**config.mk**
```make
export PLATFORM = sky130hd
export DESIGN_NAME = sys_ctrl
export DESIGN_NICKNAME = d
export VERILOG_FILES = /design/src/rtl/sys_ctrl_pkg.sv /design/src/rtl/sys_ctrl_timer.sv /design/src/rtl/sys_ctrl.sv
export SDC_FILE = /design/constraint.sdc
export NUM_CORES = 1
export LEC_CHECK = 0
export BUFFER_PORTS_ARGS = -buffer_cell sky130_fd_sc_hd__buf_2
export CAP_MARGIN = 20
export CORE_MARGIN = 2
export CORE_UTILIZATION = 40
export CTS_BUF_LIST = sky130_fd_sc_hd__clkbuf_16
export DETAILED_ROUTE_END_ITERATION = 12
export GPL_TIMING_DRIVEN = 0
export SYNTH_ARGS = -nofsm -noshare
export SYNTH_HDL_FRONTEND = slang
export SYNTH_SLANG_ARGS = --single-unit
export TNS_END_PERCENT = 30
```
**constraint.sdc**
```tcl
create_clock -name clk -period 2 [get_ports clk]
set_input_delay 0 -clock clk [delete_from_list [all_inputs] [get_ports clk]]
set_output_delay 0 -clock clk [all_outputs]
set_load 0.02 [all_outputs]
```
**src/rtl/sys_ctrl_pkg.sv**
```systemverilog
// Shared register map and bit positions for the 0xF000 system control block.
// Firmware register header is generated from these definitions.
package sys_ctrl_pkg;

    localparam logic [3:0] OFF_CTRL    = 4'h0;
    localparam logic [3:0] OFF_STATUS  = 4'h1;
    localparam logic [3:0] OFF_RELOAD  = 4'h2;
    localparam logic [3:0] OFF_COUNT   = 4'h3;
    localparam logic [3:0] OFF_CYC_LO  = 4'h4;
    localparam logic [3:0] OFF_CYC_HI  = 4'h5;
    localparam logic [3:0] OFF_SCRATCH = 4'h6;

    localparam int unsigned CTRL_CPU_RESET   = 0;
    localparam int unsigned CTRL_TMR_EN      = 1;
    localparam int unsigned CTRL_AUTO_RELOAD = 2;
    localparam int unsigned CTRL_IRQ_EN      = 3;

    localparam int unsigned STAT_EXPIRED   = 0;
    localparam int unsigned STAT_CPU_RESET = 1;

    typedef enum logic {
        TMR_IDLE = 1'b0,
        TMR_RUN  = 1'b1
    } tmr_state_e;

    function automatic logic [15:0] pack_ctrl(input logic cpu_reset, input logic tmr_en,
                                              input logic auto_reload, input logic irq_en);
        logic [15:0] v;
        v = '0;
        v[CTRL_CPU_RESET]   = cpu_reset;
        v[CTRL_TMR_EN]      = tmr_en;
        v[CTRL_AUTO_RELOAD] = auto_reload;
        v[CTRL_IRQ_EN]      = irq_en;
        return v;
    endfunction

    function automatic logic [15:0] pack_status(input logic expired, input logic cpu_reset);
        logic [15:0] v;
        v = '0;
        v[STAT_EXPIRED]   = expired;
        v[STAT_CPU_RESET] = cpu_reset;
        return v;
    endfunction

endpackage

```
**src/rtl/sys_ctrl_timer.sv**
```systemverilog
// Prescaled 16-bit countdown timer: prescaler, COUNT register and expiry/reload.
// Pulse outputs are combinational and valid in the tick cycle.
module ctrl_timer #(
    parameter int unsigned PRESCALE = 12
) (
    input  logic        clk_i,
    input  logic        rst_ni,
    input  logic        en_i,
    input  logic        load_i,
    input  logic [15:0] load_val_i,
    input  logic [15:0] reload_i,
    input  logic        auto_reload_i,
    output logic [15:0] count_o,
    output logic        expire_pulse_o,
    output logic        disable_pulse_o
);

    localparam logic [15:0] PRESC_LAST = 16'(PRESCALE - 1);

    logic [15:0] presc_q, presc_d;
    logic [15:0] count_q, count_d;
    logic        tick;

    assign tick    = en_i && (presc_q == PRESC_LAST);
    assign count_o = count_q;

    always_comb begin
        presc_d         = presc_q + 16'd1;
        count_d         = count_q;
        expire_pulse_o  = 1'b0;
        disable_pulse_o = 1'b0;

        if (!en_i || load_i || tick) begin
            presc_d = '0;
        end

        // A bus load overrides the tick entirely: no decrement and no expiry.
        if (load_i) begin
            count_d = load_val_i;
        end else if (tick) begin
            if (count_q != '0) begin
                count_d = count_q - 16'd1;
            end else begin
                expire_pulse_o = 1'b1;
                if (auto_reload_i) begin
                    count_d = reload_i;
                end else begin
                    disable_pulse_o = 1'b1;
                end
            end
        end
    end

    always_ff @(posedge clk_i) begin
        if (!rst_ni) begin
            presc_q <= '0;
            count_q <= '0;
        end else begin
            presc_q <= presc_d;
            count_q <= count_d;
        end
    end

endmodule

```
**src/rtl/sys_ctrl.sv**
```systemverilog
// System control block at BASE: CPU reset hold, countdown timer with IRQ,
// 32-bit cycle counter, scratch register and a 1-cycle registered read port.
module sys_ctrl
    import sys_ctrl_pkg::*;
#(
    parameter logic [3:0]  BASE     = 4'hF,
    parameter int unsigned PRESCALE = 12,
    parameter logic        RST_HOLD = 1'b0
) (
    input  logic        clk,
    input  logic        reset_n,
    input  logic [15:0] waddr,
    input  logic [15:0] wdata,
    input  logic        we,
    input  logic [15:0] raddr,
    input  logic        re,
    output logic [15:0] rdata,
    output logic        cpu_reset,
    output logic        irq
);

    logic       wr_hit, rd_hit;
    logic [3:0] woff, roff;
    logic       wr_ctrl, wr_status, wr_reload, wr_count, wr_scratch;
    logic       unused_addr_bits;

    assign woff       = waddr[3:0];
    assign roff       = raddr[3:0];
    assign wr_hit     = we && (waddr[15:12] == BASE);
    assign rd_hit     = re && (raddr[15:12] == BASE);
    assign wr_ctrl    = wr_hit && (woff == OFF_CTRL);
    assign wr_status  = wr_hit && (woff == OFF_STATUS);
    assign wr_reload  = wr_hit && (woff == OFF_RELOAD);
    assign wr_count   = wr_hit && (woff == OFF_COUNT);
    assign wr_scratch = wr_hit && (woff == OFF_SCRATCH);
    assign unused_addr_bits = ^{waddr[11:4], raddr[11:4]};

    tmr_state_e  state_q, state_d;
    logic        cpu_reset_q, cpu_reset_d;
    logic        auto_reload_q, auto_reload_d;
    logic        irq_en_q, irq_en_d;
    logic        expired_q, expired_d;
    logic        irq_q, irq_d;
    logic [15:0] reload_q, reload_d;
    logic [15:0] scratch_q, scratch_d;
    logic [15:0] cyc_hi_q, cyc_hi_d;
    logic [15:0] rdata_q, rdata_d;
    logic [31:0] cycle_q;
    logic        tmr_en;
    logic [15:0] count;
    logic        expire_pulse, disable_pulse;
    logic [15:0] rd_val;

    // The FSM state register doubles as CTRL.tmr_en.
    assign tmr_en = (state_q == TMR_RUN);

    ctrl_timer #(
        .PRESCALE(PRESCALE)
    ) u_timer (
        .clk_i          (clk),
        .rst_ni         (reset_n),
        .en_i           (tmr_en),
        .load_i         (wr_count),
        .load_val_i     (wdata),
        .reload_i       (reload_q),
        .auto_reload_i  (auto_reload_q),
        .count_o        (count),
        .expire_pulse_o (expire_pulse),
        .disable_pulse_o(disable_pulse)
    );

    always_comb begin
        state_d = state_q;
        case (state_q)
            TMR_IDLE: begin
                if (wr_ctrl && wdata[CTRL_TMR_EN]) begin
                    state_d = TMR_RUN;
                end
            end
            TMR_RUN: begin
                // A bus write to CTRL takes precedence over the one-shot auto-clear.
                if (wr_ctrl) begin
                    state_d = wdata[CTRL_TMR_EN] ? TMR_RUN : TMR_IDLE;
                end else if (disable_pulse) begin
                    state_d = TMR_IDLE;
                end
            end
            default: state_d = TMR_IDLE;
        endcase
    end

    always_comb begin
        cpu_reset_d   = cpu_reset_q;
        auto_reload_d = auto_reload_q;
        irq_en_d      = irq_en_q;
        reload_d      = reload_q;
        scratch_d     = scratch_q;

        if (wr_ctrl) begin
            cpu_reset_d   = wdata[CTRL_CPU_RESET];
            auto_reload_d = wdata[CTRL_AUTO_RELOAD];
            irq_en_d      = wdata[CTRL_IRQ_EN];
        end
        if (wr_reload) begin
            reload_d = wdata;
        end
        if (wr_scratch) begin
            scratch_d = wdata;
        end

        expired_d = expire_pulse || (expired_q && !(wr_status && wdata[STAT_EXPIRED]));
        irq_d     = expired_q && irq_en_q;
    end

    always_comb begin
        rd_val = '0;
        case (roff)
            OFF_CTRL:    rd_val = pack_ctrl(cpu_reset_q, tmr_en, auto_reload_q, irq_en_q);
            OFF_STATUS:  rd_val = pack_status(expired_q, cpu_reset_q);
            OFF_RELOAD:  rd_val = reload_q;
            OFF_COUNT:   rd_val = count;
            OFF_CYC_LO:  rd_val = cycle_q[15:0];
            OFF_CYC_HI:  rd_val = cyc_hi_q;
            OFF_SCRATCH: rd_val = scratch_q;
            default:     rd_val = '0;
        endcase

        rdata_d  = rdata_q;
        cyc_hi_d = cyc_hi_q;
        if (rd_hit) begin
            rdata_d = rd_val;
            if (roff == OFF_CYC_LO) begin
                cyc_hi_d = cycle_q[31:16];
            end
        end
    end

    always_ff @(posedge clk) begin
        if (!reset_n) begin
            state_q       <= TMR_IDLE;
            cpu_reset_q   <= RST_HOLD;
            auto_reload_q <= 1'b0;
            irq_en_q      <= 1'b0;
            expired_q     <= 1'b0;
            irq_q         <= 1'b0;
            reload_q      <= '0;
            scratch_q     <= '0;
            cyc_hi_q      <= '0;
            rdata_q       <= '0;
            cycle_q       <= '0;
        end else begin
            state_q       <= state_d;
            cpu_reset_q   <= cpu_reset_d;
            auto_reload_q <= auto_reload_d;
            irq_en_q      <= irq_en_d;
            expired_q     <= expired_d;
            irq_q         <= irq_d;
            reload_q      <= reload_d;
            scratch_q     <= scratch_d;
            cyc_hi_q      <= cyc_hi_d;
            rdata_q       <= rdata_d;
            cycle_q       <= cycle_q + 32'd1;
        end
    end

    assign rdata     = rdata_q;
    assign cpu_reset = cpu_reset_q;
    assign irq       = irq_q;

endmodule
```
Word level (Yosys, flattened, before mapping)

Index checks and enable logic that the tools add are counted.

$mul: 0
Shift operators: 0
Order comparisons: 0
Divide/modulo/power cells: 0
Bitwise operators: 2
Eq/ne operators: 13
Mux-type cells: 17
Reductions and logical operators: 25
Add/sub/neg operators: 3

Operator list:

| kind                                                 | number |
|---|---|
| one-hot mux 16 bit (7 select lines)                  | 1 |
| two-way mux 16 bit                                   | 4 |
| adder 32 x 1 -> 32 bit, second input constant        | 1 |
| adder 16 x 1 -> 16 bit, second input constant        | 1 |
| equality test 16 x 4 -> 1 bit, second input constant | 1 |
| equality test 4 x 2 -> 1 bit, second input constant  | 4 |
| equality test 4 x 3 -> 1 bit, second input constant  | 4 |
| nonzero test 16 bit                                  | 1 |
| subtractor 16 x 1 -> 16 bit, second input constant   | 1 |
| logical AND 1 bit                                    | 12 |
| two-way mux 1 bit                                    | 11 |
| equality test 4 x 1 -> 1 bit, second input constant  | 2 |
| equality test 4 bit, second input constant           | 2 |
| zero test 4 bit                                      | 2 |
| AND reduction 2 bit                                  | 2 |
| logical OR 1 bit                                     | 3 |
| nonzero test 3 bit                                   | 1 |
| zero test 1 bit                                      | 2 |
| inverter 1 bit                                       | 2 |
| one-hot mux 1 bit (2 select lines)                   | 1 |
| nonzero test 2 bit                                   | 1 |
| OR reduction 2 bit                                   | 1 |

Input bits: 52
Memory bits (writable): 0
Word-level logic and storage cells: 73
Bits in read-only memories: 0
Memories kept: 0
Latch bits: 0
Register bits after elaboration: 134
Output and inout bits: 18

Longest topological paths before layout

Gate-level depths: netlist of the first run.

Word-level depth: 7
Mapped depth: 10
Gate-level depth less buffers: 8

Hierarchy

From an unflattened synthesis of the first run, not the netlist that was laid out.

Cells, all modules: 743
Area total of the unflattened synthesis: 6556.3 µm²

Modules (own cells, without submodules):

| module     | cells each | area each (µm²) | sequential area each (µm²) | instances |
|---|---|---|---|---|
| sys_ctrl   | 499        | 4653.2          | 2042.0                     | 1 |
| ctrl_timer | 244        | 1903.1          | 640.6                      | 1 |

Least setup slack after synthesis of the first run

No wires, ideal clock.

Kind: reg-to-reg
Start: reg u_timer.count_q[0], in the netlist u_timer.count_o[0]
End: reg u_timer.count_q[4], in the netlist u_timer.count_o[4]
Clock period less this slack: 2.120 ns
Data arrival time: 1.995 ns
Cell stages (with the launch flop): 10
Data required time: 1.875 ns
Setup slack: -0.120 ns
Path buffers: 1
Setup time: 0.125 ns
Cells stage by stage: dfxtp_1 > inv_1 > ha_1 > nor4b_2 > nand2_2 > or3_1 > buf_6 > mux2_4 > a211oi_1 > a211oi_1

Longest elaborated chain between the ends: 4
Elaborated cells on any way between the ends: 7
Classes of those cells: 1 x add/sub; 3 x mux; 3 x reduce/logical

Ends and longest elaborated chain:

| item                                                               | RTL line                                   | source |
|---|---|---|
| from (decl)                                                        | sys_ctrl_timer.sv:21                       | `logic [15:0] count_q, count_d;` |
| from (signal assigned)                                             | sys_ctrl_timer.sv:60                       | `count_q <= count_d;` |
| subtractor 16 x 1 -> 16 bit or nonzero test 16 bit (tied branches) | sys_ctrl_timer.sv:42, sys_ctrl_timer.sv:41 |  |
| two-way mux 16 bit                                                 | sys_ctrl_timer.sv:41                       | `if (count_q != '0) begin` |
| two-way mux 16 bit                                                 | sys_ctrl_timer.sv:40                       | `end else if (tick) begin` |
| two-way mux 16 bit                                                 | sys_ctrl_timer.sv:38                       | `if (load_i) begin` |

Several ways; a longest one is shown, not always the timed one. The select of a mux whose other input is x is not followed.
A chain may end at the register's enable or synchronous reset.

Worst setup path in the final report of the first run

Start: reg u_timer.count_q[1], in the netlist u_timer.count_o[1]
End: reg u_timer.count_q[11], in the netlist u_timer.count_o[11]

Same word-level chain as after synthesis.

==> run summary, run 1 <==
proportion of layout cells with a drive suffix above 1 -> 19.2%
worst vdd ir -> 657 uV
Bufs and invs on worst path -> 3
Sw Ratio -> 21.7%
RD Place Congestion -> 0.928
via count of the first global-routing pass -> 5909
# rows -> 46
Synth top area share -> 41.4%
sequential area share after synthesis -> 41.4%
Clock Power Share -> 52.6%
Syn Inst Count -> 753
final hold viol count -> 0
WHS -> 0.144 ns
Layout Area Growth over Synthesis -> 27.1%
antenna cells -> 0
global-route wire length before repair -> 30.6 mm
count of input and output buffers -> 51
ranking of synthesized cells by area -> dfxtp_1 41%, nand2_1 6.0%, nor2b_1 3.9%, a21boi_0 3.6%, xnor2_1 3.5%
setup ws final -> -0.200 ns
Combinational Power Share -> 4.1%
Synth Area in Compound Gates -> 18.7%
Cell Chain, Critical Path -> inv_4, ha_4, nor4b_4, nand2_2, or3_4, buf_8, buf_8, a21oi_2, a211oi_1, a221o_1
mean post-synth cell area -> 8.61 sq um
drt first pass iters -> 6
Die X -> 131 um
status -> complete, but fails checks
worst skew pair latency -> 0.42 ns
CTS root buf -> clkbuf_16
switching power -> 0.00134 W
commonest register cell after synthesis -> dfxtp_1
final setup violation count -> 15
unrepaired setup endpoints after global routing -> yes
CTS H-tree depth -> 4
worst-path cell with the longest stage delay -> or3_4
Leakage -> 3.02 nW
MaxCap Viol Count -> 0
drt drc -> 0
area leader, netlist -> dfxtp_1
Vias -> 6079
Final Util -> 51.9%
clock skew -> 0.00555 ns
Worst-path clk slew -> 0.06 ns
Seq pwr share -> 43.3%
Crit. End Element -> flip-flop
Ports -> 70
Int Power -> 0.00485 W
dpl hpwl -> 14.1 mm
Final ANT Viol Nets -> 0
largest family of logic cells by synthesized area -> simple AND/OR/NAND/NOR gates
fmax -> 0.455 GHz
post-synthesis adder-cell area fraction -> 0.772%
critical setup path kind -> flip-flop to flip-flop
asr flop ratio synth -> 0%
largest net degree at the start of global routing -> 17
worst slew pin tran -> 0.909 ns
Initial Utilization -> 40.8%
die footprint -> 17300 sq um
Tightest Hold Check Type -> input pin to flip-flop
CP arrival -> 2.51 ns
proportion of synthesized area in mux cells -> 3.40%
synth warn -> 0
XOR/XNOR Fraction of Synth Area -> 6.21%
core area -> 15900 sq um
Post-synth EDFFs -> 0
fin crit share -> 110%
Slew headroom -> 39.0%
WL/cell -> 17.7 um
CP max FO -> 5
Crit path top cell by count -> buf_8
global route overflow -> 0
initial antenna violation count -> 0
mapped cell area -> 6490 sq um
post-synth cell types -> 59
Power Dens Cells -> 751 nW/um^2
syn_nets -> 809
Largest delay share family, worst path -> simple AND/OR/NAND/NOR gates
pre-CTS WS -> -0.585 ns
CTS tree -> done
failing checks -> setup timing
post-synthesis simple-gate area fraction -> 26.0%
clk buf depth -> 2
GRT Total Usage -> 22.3%
biggest cell delay along the critical path -> 0.40 ns
Num CTS Buffers -> 17
final wirelength -> 19.4 mm
fin nets -> 923
crit path time final -> 2.20 ns
total clock sinks -> 134
#FFs+latches synth -> 134
Final Max Tran Viols -> 0
Critical Path Start Type -> flip-flop
WP data required -> 2.31 ns
via/cell ratio -> 5.55
setup TNS -> -1.48 ns
die height -> 131 um
Starting DRT DRC Count -> 592
worst paths after layout:
kind                                   startpoint                          endpoint  slack (ns)  depth (start not counted)
hold reg to reg     u_timer.presc_q[0]$_SDFF_PP0_     u_timer.presc_q[0]$_SDFF_PP0_        0.43                          1
hold / removal                           waddr[2]              expired_q$_SDFF_PN0_        0.14                          5
setup / recovery  u_timer.count_o[1]$_SDFFE_PN0P_  u_timer.count_o[11]$_SDFFE_PN0P_       -0.20                         10
setup reg to reg  u_timer.count_o[1]$_SDFFE_PN0P_  u_timer.count_o[11]$_SDFFE_PN0P_       -0.20                         10
kinds of logic (layout without fill, tap and decap cells):
kind of cell	count (synthesis)	after routing
xor+xnor	46	46
compound gates	173	173
flops	134	134
buf+inv	55	181
mux	21	21
simple gates	320	320
fa+ha+maj	4	4
tightest hold or removal path, stage by stage:
cell and delay [ns]:
buf_2 0.09, or3_1 0.17, o31ai_1 0.11, o21ai_2 0.06, and2_1 0.11
cell usage after synthesis (7+ instances only):
library cell and count:
a21boi_0 31, xnor2_1 26, and3_1 13, nor4_1 8, dfxtp_1 134, a21boi_1 12, a21oi_1 39, and2_1 26
a22oi_1 26, mux2i_1 19, nand2_1 104, a211oi_1 7, clkbuf_1 38, a222oi_1 12, nor2b_1 40, o21ai_0 17
nor2_1 40, nand3_1 19, xor2_1 20, nor3_1 15, nand4_1 15, or3_1 8, inv_1 10
through the flow:
stage          cells  instance area [sq um]  total power, W
2_1_floorplan    753                   6520         0.00285
3_3_place_gp    1020                   7050         0.00295
3_5_place_dp    1021                   7050         0.00295
4_1_cts         1092                   8140         0.00623
5_1_grt         1095                   8240         0.00637
6_report        1095                   8240         0.00619
state kept, by name, indices dropped and copies added (netlist names):
register	flops
scratch_q	16
cycle_q	32
irq_en_q	1
cpu_reset	1
cyc_hi_q	16
u_timer.presc_q	16
state_q	1
irq	1
auto_reload_q	1
expired_q	1
rdata	16
u_timer.count_o	16
reload_q	16
power groups by stage:
stage          combinational [W]  clock (W)  sequential [W]
6_report                0.000251    0.00326         0.00268
3_3_place_gp            0.000202          0         0.00274
2_1_floorplan           0.000105          0         0.00274
4_1_cts                 0.000245    0.00330         0.00268
3_5_place_dp            0.000206          0         0.00274
5_1_grt                 0.000271    0.00342         0.00268
repair_timing:
| item | 4_1_cts | 5_1_grt |
|---|---|---|
| gates resized for setup | 29 | 32 |
| pin swaps | 6 | 16 |
| hold buffers | 21 | 0 |
| setup endpoints to repair | 34 | 26 |
| endpoints found under the hold margin | 53 | 0 |
| cloned | 1 | 1 |
| buffers inserted | 18 | 2 |
area by class of cell:
cell class | count | area [sq um]
inverters | 10 | 42.5
fillers | 1454 | 7640
clock buffers | 17 | 425
well taps | 216 | 270
multi-input cells | 564 | 3730
plain buffers | 45 | 228
repair buffers | 95 | 657
clock inverters | 14 | 183
flip-flops and latches | 134 | 2710
metal layers:
layer	GRT usage (%)	share of wire (%)	up-vias
met5	0	0	-
met4	9.54	2.5	0
met3	4.13	5.3	47
met2	37.6	48	198
met1	28.0	44	2910
li1	-	-	2924
cells in the final DEF (no fill, tap or decap), types with 21 or more instances in the layout:
| cell type | netlist | routed |
|---|---|---|
| nor2_1 | 40 | 37 |
| nor2b_1 | 40 | 40 |
| a21oi_1 | 39 | 36 |
| a21boi_0 | 31 | 31 |
| a22oi_1 | 26 | 26 |
| buf_2 | 4 | 57 |
| dlygate4sd3_1 | 0 | 21 |
| dfxtp_1 | 134 | 123 |
| nand2_1 | 104 | 103 |
| xnor2_1 | 26 | 26 |
| clkbuf_1 | 38 | 35 |
| and2_1 | 26 | 26 |
(Power assumes the default switching activity.)
==> run 2: changes to the inputs <==
- CORE_UTILIZATION: 40 -> 53
- PLACE_DENSITY: unset -> 0.76
- RECOVER_POWER: unset -> 25
==> run 2 against run 1 <==
The run still ends with setup timing left. Flip-flop and latch count unchanged. Worst hold slack worse by 0.081 ns. Count of clock-buffer cells in the layout unchanged. Cell area fell by 1.6%. Cell count down 6.2%. Register-to-register slack improved by 0.07 ns. Total power shrank 3.0%. Sequential share of layout area is 0.47 points higher. Non-clock buffer count unchanged. Largest cell class unchanged. Highest routed layer unchanged.
==> run summary, run 2 (synthesized netlist as in run 1, its figures left out) <==
Int Power -> 0.00470 W (-3.1%)
CP arrival -> 2.44 ns (-0.07 ns)
Initial Utilization -> 54.2% (+13 points)
Leakage -> 2.93 nW (-3.0%)
initial antenna violation count -> 0 (unchanged)
MaxCap Viol Count -> 0 (unchanged)
critical setup path kind -> flip-flop to flip-flop
setup TNS -> -0.765 ns (+0.715 ns)
Reg2Reg Setup Slack -> -0.13 ns (+0.07 ns)
clock skew -> 0.00647 ns (+0.000918 ns)
Slew headroom -> 33.0% (-6.0 points)
crit path time final -> 2.13 ns (-0.0741 ns)
switching power -> 0.00131 W (-2.7%)
Clock Power Share -> 51.2% (-1.4 points)
status -> complete, but fails checks
most common cell after layout, fill and taps aside -> dfxtp_1
DP Area -> 6970 sq um (-1.2%)
CP max FO -> 5 (unchanged)
drt drc -> 0 (unchanged)
final wirelength -> 19.3 mm (-0.52%)
Vias -> 6243 (+2.7%)
Final ANT Viol Nets -> 0 (unchanged)
GRT Total Usage -> 30.0% (+7.7 points)
Cell Chain, Critical Path -> or4_4, or3_4, nor3_4, xnor2_1, a211oi_2, a221o_1
WP data required -> 2.31 ns (about the same)
reg-to-reg startpoint -> u_timer.count_o[1]$_SDFFE_PN0P_
worst-path cell with the longest stage delay -> or4_4
worst slew pin tran -> 1.00 ns (+0.0926 ns)
max FFs per register -> 32 (unchanged)
biggest cell delay along the critical path -> 0.58 ns (+0.18 ns)
Layout Area Growth over Synthesis -> 25.1%
Sw Ratio -> 21.7% (+0.078 points)
final setup violation count -> 13 (-2)
antenna cells -> 0 (unchanged)
worst skew pair latency -> 0.43 ns (about the same)
Combinational Power Share -> 4.1% (about the same)
Seq pwr share -> 44.7% (+1.4 points)
count of input and output buffers -> 51 (unchanged)
Ports -> 70 (unchanged)
die height -> 115 um (-13%)
setup ws final -> -0.125 ns (+0.0741 ns)
worst hold start -> waddr[0]
# rows -> 40 (-13%)
Final Max Tran Viols -> 0 (unchanged)
hold path depth -> 5 (unchanged)
Largest Register -> cycle_q
via/cell ratio -> 6.08 (+9.5%)
die footprint -> 13100 sq um (-24%)
proportion of layout cells with a drive suffix above 1 -> 17.0% (-2.2 points)
design area -> 8110 sq um (-1.6%)
failing checks -> setup timing
Reg-to-Reg End -> u_timer.count_o[11]$_SDFFE_PN0P_
CTS root buf -> clkbuf_16
global-route wire length before repair -> 30.6 mm (-0.14%)
WL/cell -> 18.8 um (+6.1%)
global route overflow -> 0 (unchanged)
total clock sinks -> 134 (unchanged)
fmax -> 0.470 GHz (+3.5%)
Final Util -> 67.8% (+16 points)
WHS -> 0.0630 ns (-0.0807 ns)
Critical Path Start Type -> flip-flop
Power Dens Cells -> 740 nW/um^2 (-1.4%)
drt first pass iters -> 9 (+3)
RD Place Congestion -> 0.955 (+2.9%)
core area -> 12000 sq um (-25%)
Placed Cells -> 952 (-6.8%)
FILL cells -> 919 (-37%)
largest net degree at the start of global routing -> 17 (unchanged)
CTS tree -> done
most frequent cells in the layout -> 125 x dfxtp_1, 102 x nand2_1, 56 x clkbuf_1
final std cells w/o fill -> 1027 (-6.2%)
CTS H-tree depth -> 4 (unchanged)
dpl hpwl -> 13.2 mm (-6.4%)
hold-critical path endpoint -> expired_q$_SDFF_PN0_
worst vdd ir -> 552 uV (-16%)
Crit. End Element -> flip-flop
clk buf depth -> 2 (unchanged)
Worst-path clk slew -> 0.06 ns (about the same)
Starting DRT DRC Count -> 783 (+32%)
Die X -> 115 um (-13%)
final hold viol count -> 0 (unchanged)
Tightest Hold Check Type -> input pin to flip-flop
unrepaired setup endpoints after global routing -> yes
Num CTS Buffers -> 17 (unchanged)
via count of the first global-routing pass -> 6097 (+3.2%)
fin crit share -> 106% (-3.7 points)
fin nets -> 923 (unchanged)
R2R cell count -> 6 (-4)
[run 2: changes by cell type in the layout (fill, tap and decap cells not counted), sizes merged]
| cell | previous run | this run |
|---|---|---|
| clkbuf | 54 | 73 |
| buf | 82 | 65 |
| clkinv | 5 | 8 |
| clkinvlp | 2 | 0 |
| dlygate4sd3 | 21 | 19 |
| bufinv | 4 | 3 |
| inv | 13 | 14 |
[run 2: layout make-up]
class / count / area [sq um] / area share, %
multi-input combinational: 564 / 3780 / 46.6
sequential: 134 / 2700 / 33.3
timing repair buffer: 96 / 617 / 7.60
clock buffer: 17 / 425 / 5.24
buffer: 44 / 213 / 2.62
tap: 147 / 184 / 2.27
clock inverter: 15 / 148 / 1.82
inverter: 10 / 42.5 / 0.524
[run 2: routing by layer]
metal	up-vias	share of wire [%]	wire length, um	global-route usage, %
met5	-	0	0	0
met4	0	4.3	826	13.3
met3	86	6.9	1340	7.68
met2	283	47	9130	50.0
met1	2958	42	8010	36.7
li1	2916	-	-	-
[run 2: worst max-delay path by stage]
stage                                         start                          endpoint
floorplan           u_timer.count_o[5]$_SDFFE_PN0P_   u_timer.count_o[2]$_SDFFE_PN0P_
global placement      u_timer.presc_q[0]$_SDFF_PP0_  u_timer.count_o[10]$_SDFFE_PN0P_
detailed placement    u_timer.presc_q[0]$_SDFF_PP0_   u_timer.count_o[7]$_SDFFE_PN0P_
CTS                 u_timer.count_o[1]$_SDFFE_PN0P_  u_timer.count_o[11]$_SDFFE_PN0P_
global route        u_timer.count_o[8]$_SDFFE_PN0P_   u_timer.count_o[0]$_SDFFE_PN0P_
finish              u_timer.count_o[1]$_SDFFE_PN0P_  u_timer.count_o[11]$_SDFFE_PN0P_
[run 2: critical path, delay by kind of cell, from the launching register on]
family,cells,cell delay (ns)
XOR/XNOR,1,0.15
AO/OA/AOI/OAI,2,0.36
AND/OR/NAND/NOR,3,1.15
flip-flops,1,0.36
[run 2: timing repair]
action                     CTS  global route
resized for setup           29            41
setup endpoints to repair   33            35
hold buffers                19             0
hold endpoints to repair    53             0
buffers inserted            15            11
pin swaps                   11            18
[run 2: power by group through the flow]
| stage | Clock, W | Combinational, W | Sequential (W) |
|---|---|---|---|
| 2_1_floorplan | 0 | 0.000105 | 0.00274 |
| 3_3_place_gp | 0 | 0.000197 | 0.00274 |
| 3_5_place_dp | 0 | 0.000201 | 0.00274 |
| 4_1_cts | 0.00307 | 0.000235 | 0.00268 |
| 5_1_grt | 0.00320 | 0.000267 | 0.00268 |
| 6_report | 0.00307 | 0.000249 | 0.00268 |
[run 2: through the flow]
stage / power (W) / worst slack [ns]
5_1_grt: 0.00615 / -0.194
3_3_place_gp: 0.00294 / -0.499
6_report: 0.00600 / -0.125
3_5_place_dp: 0.00294 / -0.471
4_1_cts: 0.00599 / -0.118
2_1_floorplan: 0.00285 / 0.00937
